$ cat src/rtl/imem_pkg.sv
// ---------------------------------------------------------------------------
// imem_pkg
// Shared definitions for the instruction-memory fetch path.
//   - fetch_state_t : controller states (IDLE, ISSUE, DRAIN, RESP)
//   - IMEM_ADDR_W    : default byte-address width of the instruction memory
//   - IMEM_MEM_BYTES : default memory size in bytes (2**IMEM_ADDR_W)
//   - IMEM_NOP_INSTR : instruction handed to the core when a fetch faults
//   - laneLsb()      : bit offset of a little-endian byte lane in a word
// ---------------------------------------------------------------------------
package imem_pkg;

    localparam int          IMEM_ADDR_W    = 8;
    localparam int          IMEM_MEM_BYTES = 256;
    localparam logic [31:0] IMEM_NOP_INSTR = 32'h0000_0013;

    typedef enum logic [1:0] {
        IDLE  = 2'd0,
        ISSUE = 2'd1,
        DRAIN = 2'd2,
        RESP  = 2'd3
    } fetch_state_t;

    // Byte lane k of a little-endian word lives at bits [8k+7:8k], so the
    // lane number shifted up by three gives the least significant bit.
    function automatic logic [4:0] laneLsb(input logic [1:0] lane);
        return {lane, 3'b000};
    endfunction

endpackage

$ cat src/rtl/imem_fetch_ctrl.sv
// ---------------------------------------------------------------------------
// imem_fetch_ctrl
// Fetch sequencer and memory-port arbiter in front of the byte-wide
// instruction RAM. A core fetch is turned into four byte reads (base+0 ..
// base+3) whose results are assembled little-endian into a 32-bit
// instruction. The same memory port is shared with a byte-serial program
// loader, which is only served while the sequencer is idle and wins over
// a fetch requested in the same cycle.
//
// Fetch timeline (E0 = edge that accepts the request):
//   good address : ISSUE k=0..3 after E0..E3, DRAIN after E4, RESP after E5
//   bad address  : RESP straight after E0 with NOP_INSTR and fetch_err=1
//
// Build option:
//   IMEM_WR_PROTECT_EN - when defined, the first fetch grant after reset
//   sets a sticky lock that refuses all further loader writes until reset.
//
// Ports:
//   i_clk          in   1       rising-edge clock
//   i_rst_n        in   1       asynchronous active-low reset
//   i_fetch_req    in   1       core fetch request, held until handshake
//   i_fetch_addr   in   32      fetch byte address, sampled at grant
//   o_fetch_gnt    out  1       request accepted this cycle
//   o_fetch_valid  out  1       response valid
//   i_fetch_ready  in   1       core takes the response
//   o_fetch_instr  out  32      assembled instruction {b3,b2,b1,b0}
//   o_fetch_err    out  1       misaligned / out-of-range fetch
//   i_ld_valid     in   1       loader byte write request
//   i_ld_addr      in   ADDR_W  loader byte address
//   i_ld_data      in   8       loader byte
//   o_ld_ready     out  1       loader write accepted this cycle
//   o_mem_en       out  1       memory access strobe
//   o_mem_we       out  1       memory write enable
//   o_mem_addr     out  ADDR_W  memory byte address
//   o_mem_wdata    out  8       memory write data
//   i_mem_rdata    in   8       memory read data (one cycle after read)
// ---------------------------------------------------------------------------
module imem_fetch_ctrl
    import imem_pkg::*;
#(
    parameter int          ADDR_W    = IMEM_ADDR_W,
    parameter int          MEM_BYTES = IMEM_MEM_BYTES,
    parameter logic [31:0] NOP_INSTR = IMEM_NOP_INSTR
) (
    input  logic              i_clk,
    input  logic              i_rst_n,
    input  logic              i_fetch_req,
    input  logic [31:0]       i_fetch_addr,
    output logic              o_fetch_gnt,
    output logic              o_fetch_valid,
    input  logic              i_fetch_ready,
    output logic [31:0]       o_fetch_instr,
    output logic              o_fetch_err,
    input  logic              i_ld_valid,
    input  logic [ADDR_W-1:0] i_ld_addr,
    input  logic [7:0]        i_ld_data,
    output logic              o_ld_ready,
    output logic              o_mem_en,
    output logic              o_mem_we,
    output logic [ADDR_W-1:0] o_mem_addr,
    output logic [7:0]        o_mem_wdata,
    input  logic [7:0]        i_mem_rdata
);

    fetch_state_t      r_state;
    fetch_state_t      w_stateNext;

    logic [1:0]        r_byteCnt;
    logic [ADDR_W-1:0] r_base;
    logic [31:0]       r_instr;
    logic              r_err;
    logic              r_rdPending;
    logic [1:0]        r_rdLane;

    logic              w_lock;
    logic              w_addrBad;
    logic              w_accept;
    logic              w_issueRead;
    logic              w_ldReady;
    logic              w_memEn;
    logic              w_memWe;
    logic [ADDR_W-1:0] w_memAddr;
    logic [7:0]        w_memWdata;

`ifdef IMEM_WR_PROTECT_EN
    logic r_lock;

    // Sticky write-protect: once the core has been granted its first fetch
    // the program is considered running, and only a reset reopens the
    // loader path.
    always_ff @(posedge i_clk or negedge i_rst_n) begin
        if (!i_rst_n) begin
            r_lock <= 1'b0;
        end else if (w_accept) begin
            r_lock <= 1'b1;
        end
    end

    assign w_lock = r_lock;
`else
    assign w_lock = 1'b0;
`endif

    // A fetch address is rejected when it is not word aligned or does not
    // fall inside the memory. The comparison is done on the full 32-bit
    // address so high bits cannot alias back into range.
    assign w_addrBad = (i_fetch_addr[1:0] != 2'b00) ||
                       (i_fetch_addr >= 32'(MEM_BYTES));

    // State register for the sequencer.
    always_ff @(posedge i_clk or negedge i_rst_n) begin
        if (!i_rst_n) begin
            r_state <= IDLE;
        end else begin
            r_state <= w_stateNext;
        end
    end

    // Next-state and memory-port arbitration. In IDLE the loader is looked
    // at first, so a write and a fetch arriving together are served write
    // first and the fetch is granted on the following cycle. When the
    // write-protect lock refuses the loader, a pending fetch still goes
    // through so a stuck loader cannot starve the core. The combinational
    // strobes are also gated by reset so nothing reaches the RAM or the
    // handshakes while rst_n is low.
    always_comb begin
        w_stateNext = r_state;
        w_ldReady   = 1'b0;
        w_accept    = 1'b0;
        w_issueRead = 1'b0;
        w_memEn     = 1'b0;
        w_memWe     = 1'b0;
        w_memAddr   = '0;
        w_memWdata  = '0;

        case (r_state)
            IDLE: begin
                if (i_rst_n && i_ld_valid && !w_lock) begin
                    w_ldReady  = 1'b1;
                    w_memEn    = 1'b1;
                    w_memWe    = 1'b1;
                    w_memAddr  = i_ld_addr;
                    w_memWdata = i_ld_data;
                end else if (i_rst_n && i_fetch_req) begin
                    w_accept    = 1'b1;
                    w_stateNext = w_addrBad ? RESP : ISSUE;
                end
            end
            ISSUE: begin
                w_issueRead = 1'b1;
                w_memEn     = 1'b1;
                w_memAddr   = r_base + ADDR_W'(r_byteCnt);
                if (r_byteCnt == 2'd3) begin
                    w_stateNext = DRAIN;
                end
            end
            DRAIN: begin
                w_stateNext = RESP;
            end
            RESP: begin
                if (i_fetch_ready) begin
                    w_stateNext = IDLE;
                end
            end
            default: begin
                w_stateNext = IDLE;
            end
        endcase
    end

    // Fetch datapath. The base address and error flag are captured at
    // grant, so the core may change fetch_addr afterwards. Each read issued
    // in ISSUE is remembered together with its lane for one cycle, because
    // the RAM presents that byte a cycle later; the last byte is therefore
    // caught while the sequencer sits in DRAIN. A bad address loads the
    // NOP pattern directly and never touches the RAM.
    always_ff @(posedge i_clk or negedge i_rst_n) begin
        if (!i_rst_n) begin
            r_byteCnt   <= 2'd0;
            r_base      <= '0;
            r_instr     <= 32'd0;
            r_err       <= 1'b0;
            r_rdPending <= 1'b0;
            r_rdLane    <= 2'd0;
        end else begin
            r_rdPending <= w_issueRead;
            r_rdLane    <= r_byteCnt;

            if (w_accept) begin
                r_base    <= i_fetch_addr[ADDR_W-1:0];
                r_byteCnt <= 2'd0;
                r_err     <= w_addrBad;
                if (w_addrBad) begin
                    r_instr <= NOP_INSTR;
                end
            end else if (w_issueRead) begin
                r_byteCnt <= r_byteCnt + 2'd1;
            end

            if (r_rdPending) begin
                r_instr[laneLsb(r_rdLane) +: 8] <= i_mem_rdata;
            end
        end
    end

    assign o_fetch_gnt   = w_accept;
    assign o_fetch_valid = (r_state == RESP);
    assign o_fetch_instr = r_instr;
    assign o_fetch_err   = r_err;
    assign o_ld_ready    = w_ldReady;
    assign o_mem_en      = w_memEn;
    assign o_mem_we      = w_memWe;
    assign o_mem_addr    = w_memAddr;
    assign o_mem_wdata   = w_memWdata;

endmodule

$ cat config.mk
export PLATFORM = sky130hd
export DESIGN_NAME = imem_fetch_ctrl
export DESIGN_NICKNAME = d
export VERILOG_FILES = /design/src/rtl/imem_pkg.sv /design/src/rtl/imem_fetch_ctrl.sv
export SDC_FILE = /design/constraint.sdc
export NUM_CORES = 1
export LEC_CHECK = 0
export CORE_ASPECT_RATIO = 0.6
export CORE_MARGIN = 2
export CORE_UTILIZATION = 45
export CTS_CLUSTER_SIZE = 16
export DETAILED_ROUTE_END_ITERATION = 6
export PLACE_DENSITY = 0.81
export SKIP_LAST_GASP = 1
export SLEW_MARGIN = 20
export SYNTH_ARGS = -nofsm -noshare
export SYNTH_HDL_FRONTEND = slang
export SYNTH_SLANG_ARGS = --single-unit
$ cat constraint.sdc
create_clock -name i_clk -period 5.7 [get_ports i_clk]
set_input_delay 0.855 -clock i_clk [delete_from_list [all_inputs] [get_ports i_clk]]
set_output_delay 0.855 -clock i_clk [all_outputs]
set_load 0.05 [all_outputs]
==> impl_results.md <==
- Status: completed
- Vias post-DR: 2340
- Switch share: 0.476
- Max frequency: 256 MHz
- Clock Root Buffer: clkbuf_8
- Post-synth EDFFs: 0
- Clock Power Share: 0.107
- #FFs+latches synth: 48
- Total internal power: 1020 uW
- Synth warnings: 0
- CTS tree: yes
- WP data arrival: 3050 ps
- Final setup TNS: 0 ps
- RSZ-0062 raised after global routing: false
- Gr ovfl total: 0
- Dpl cells: 454
- Area Overhead vs Synth: 45.8%
- Hold Vio Cnt, Final: 0
- Total wire length: 7590 um
- Worst hold path class: in -> async
- DRT iter0 DRCs: 142
- Leak Pwr: 0.00164 uW
- Worst Setup End Kind: output pin
- Buffers on Ports: 114
- Starting density of the core: 0.477
- Setup CP Type: in -> out
- Number of global-route vias before repair: 2326
- Clock-pin slew on the worst setup and hold paths: 80 ps
- Chip Width: 105 um
- IO Pins: 115
- Worst-margin pin slew: 887 ps
- # diodes: 0
- Most common cell after layout, fill and taps aside: clkdlybuf4s50_1
- Reg power frac: 0.299
- Pwr/cell area: 488 nW/um^2
- Setup crit start kind: input port
- Synth Area per Inst: 9.98 um^2
- Final setup skew: 5.75 ps
- Top cell type by total area after synthesis: dfrtp_1
- Post-CTS Hold Buffers: 0
- Die H: 64.4 um
- Yosys top cell area share: 0.439
- Cell variety after synth: 39
- Crit-path max FO: 12
- First-pass GRT wire length: 12200 um
- Max cap viols: 0
- Drt pass-1 iters: 4
- Switching power total: 926 uW
- Data required, critical path: 4850 ps
- DIE AREA: 6740 um^2
- Most frequent CP cell: clkdlybuf4s50_1
- Number of remaining DRC errors: 0
- Final #Nets: 455
- Slowest-stage cell, CP: clkdlybuf4s50_1
- Mapped Nets: 348
- Relative slew slack: 0.408
- Largest net degree at the start of global routing: 47
- Detailed-placement wirelength estimate: 5980 um
- Fillers: 469
- Max-slew violations: 0
- Max stage delay on crit path: 900 ps
- Post-synthesis cell count: 274
- Post-layout minimum cycle time: 3910 ps
- Setup Buffers After CTS: 0
- Register area share after synthesis: 0.439
- Initial antenna violation count: 0
- Gate power share: 0.594
- Area contributors post-synth: dfrtp_1 44%, o31ai_2 8.7%, ha_1 5.5%
- Final setup vio count: 0
- Non-filler cells, final: 462
- Fraction of layout cells with a size suffix above 1: 0.110
- Most frequent cells in the layout: 113 x clkdlybuf4s50_1, 48 x dfrtp_1, 40 x nand2_1
- Mapped Area: 2730 um^2
- Rows: 21
- Post-synth ARST share: 1.00
- Post_cts resized: 0
- Gpl congestion: 0.828
- Via density: 5.06
- H-tree Lvls: 2
- CP Launch Point: i_fetch_req
- CTS Buffer Depth: 2
- Core ar.: 5730 um^2
- Skew-Pair Late Insertion Delay: 300 ps
- Worst R2R Setup Slack: 2960 ps
- Peak VDD IR: 0.381 mV
- ANT nets after route: 0
- TritonCTS Buffers: 5
- Reg2reg start: r_state[0]
- Crit path cell chain: clkdlybuf4s50_1 -> nand3_1 -> or2_2 -> inv_1 -> clkdlybuf4s50_1
- Reg2reg end: o_fetch_instr[28]
- Clock sink count: 48
- Post-synth top flop: dfrtp_1
- Detailed-route wire length per cell: 16.4 um
- Ratio of final minimum period to clock period: 0.686
- Total Routing Usage GR: 0.232
- Worst Reg-to-Reg Cells: 7
[layer usage]
layer	GRT usage	part of all wire	vias to the layer above
met5	0	0	-
met4	0.0533	0.012	0
met3	0.0582	0.074	8
met2	0.328	0.42	83
met1	0.354	0.49	1097
li1	-	-	1152
[cells by family (layout without fill, tap and decap cells)]
logic type | count (synthesis) | in the layout | share of synthesized area
simple gates | 95 | 95 | 0.181
compound gates | 51 | 51 | 0.177
buf+inv | 51 | 159 | 0.0810
flops | 48 | 48 | 0.439
fa+ha+maj | 13 | 13 | 0.0622
mux | 9 | 9 | 0.0366
xor+xnor | 7 | 7 | 0.0224
[sequential cells by signal, summed over array words and instances (netlist names)]
name	flops
o_fetch_instr	32
r_base	8
r_byteCnt	2
r_rdLane	2
r_state	2
o_fetch_err	1
r_rdPending	1
[power by group through the flow]
stage                     sequential (uW)  combinational, uW  clock (uW)
after floorplan                       819                536           0
after global placement                581               1130           0
after detailed placement              587               1150           0
after CTS                             581               1160         214
after global routing                  601               1230         224
final                                 582               1150         208
[worst max-delay path, delay by kind of cell]
family / cells / cell delay, ps
buffers and inverters: 3 / 1740
and+or+nand+nor: 2 / 460
[cell usage after synthesis (6+ instances only)]
cell type	n
and2_1	12
buf_1	7
dfrtp_1	48
ha_1	12
inv_1	36
mux2_2	8
nand2_1	40
nor2_1	9
nor4_1	7
o21ai_0	6
o31ai_1	11
o31ai_2	19
[cell type report]
cell class	count	area, um^2	area share
clock inverters	1	7.51	0.00188
multi-input cells	175	1310	0.329
repair buffers	115	1140	0.287
inverters	36	135	0.0339
flip-flops and latches	48	1200	0.301
clock buffers	7	86.3	0.0217
well taps	80	100	0.0251
[per-stage QoR]
step                      power (uW)  utilization  hold WS, ps  instance area (um^2)  setup WS [ps]
after global routing            2050        0.696          356                  3990           1720
after CTS                       1950        0.696          361                  3990           1800
after floorplan                 1350            -          423                  2730           2320
after detailed placement        1730        0.679          463                  3890           1810
after global placement          1710        0.679          451                  3890           1870
final                           1940        0.696          371                  3990           1790
[worst max path at each step]
stage | to | slack (ps) | cells past startpoint
final | o_fetch_gnt | 1790 | 5
after detailed placement | o_fetch_gnt | 1810 | 5
after CTS | o_fetch_gnt | 1800 | 5
after global placement | o_fetch_gnt | 1870 | 5
after global routing | o_fetch_gnt | 1720 | 5
after floorplan | o_mem_addr[2] | 2320 | 5
(Power assumes the default switching activity.)
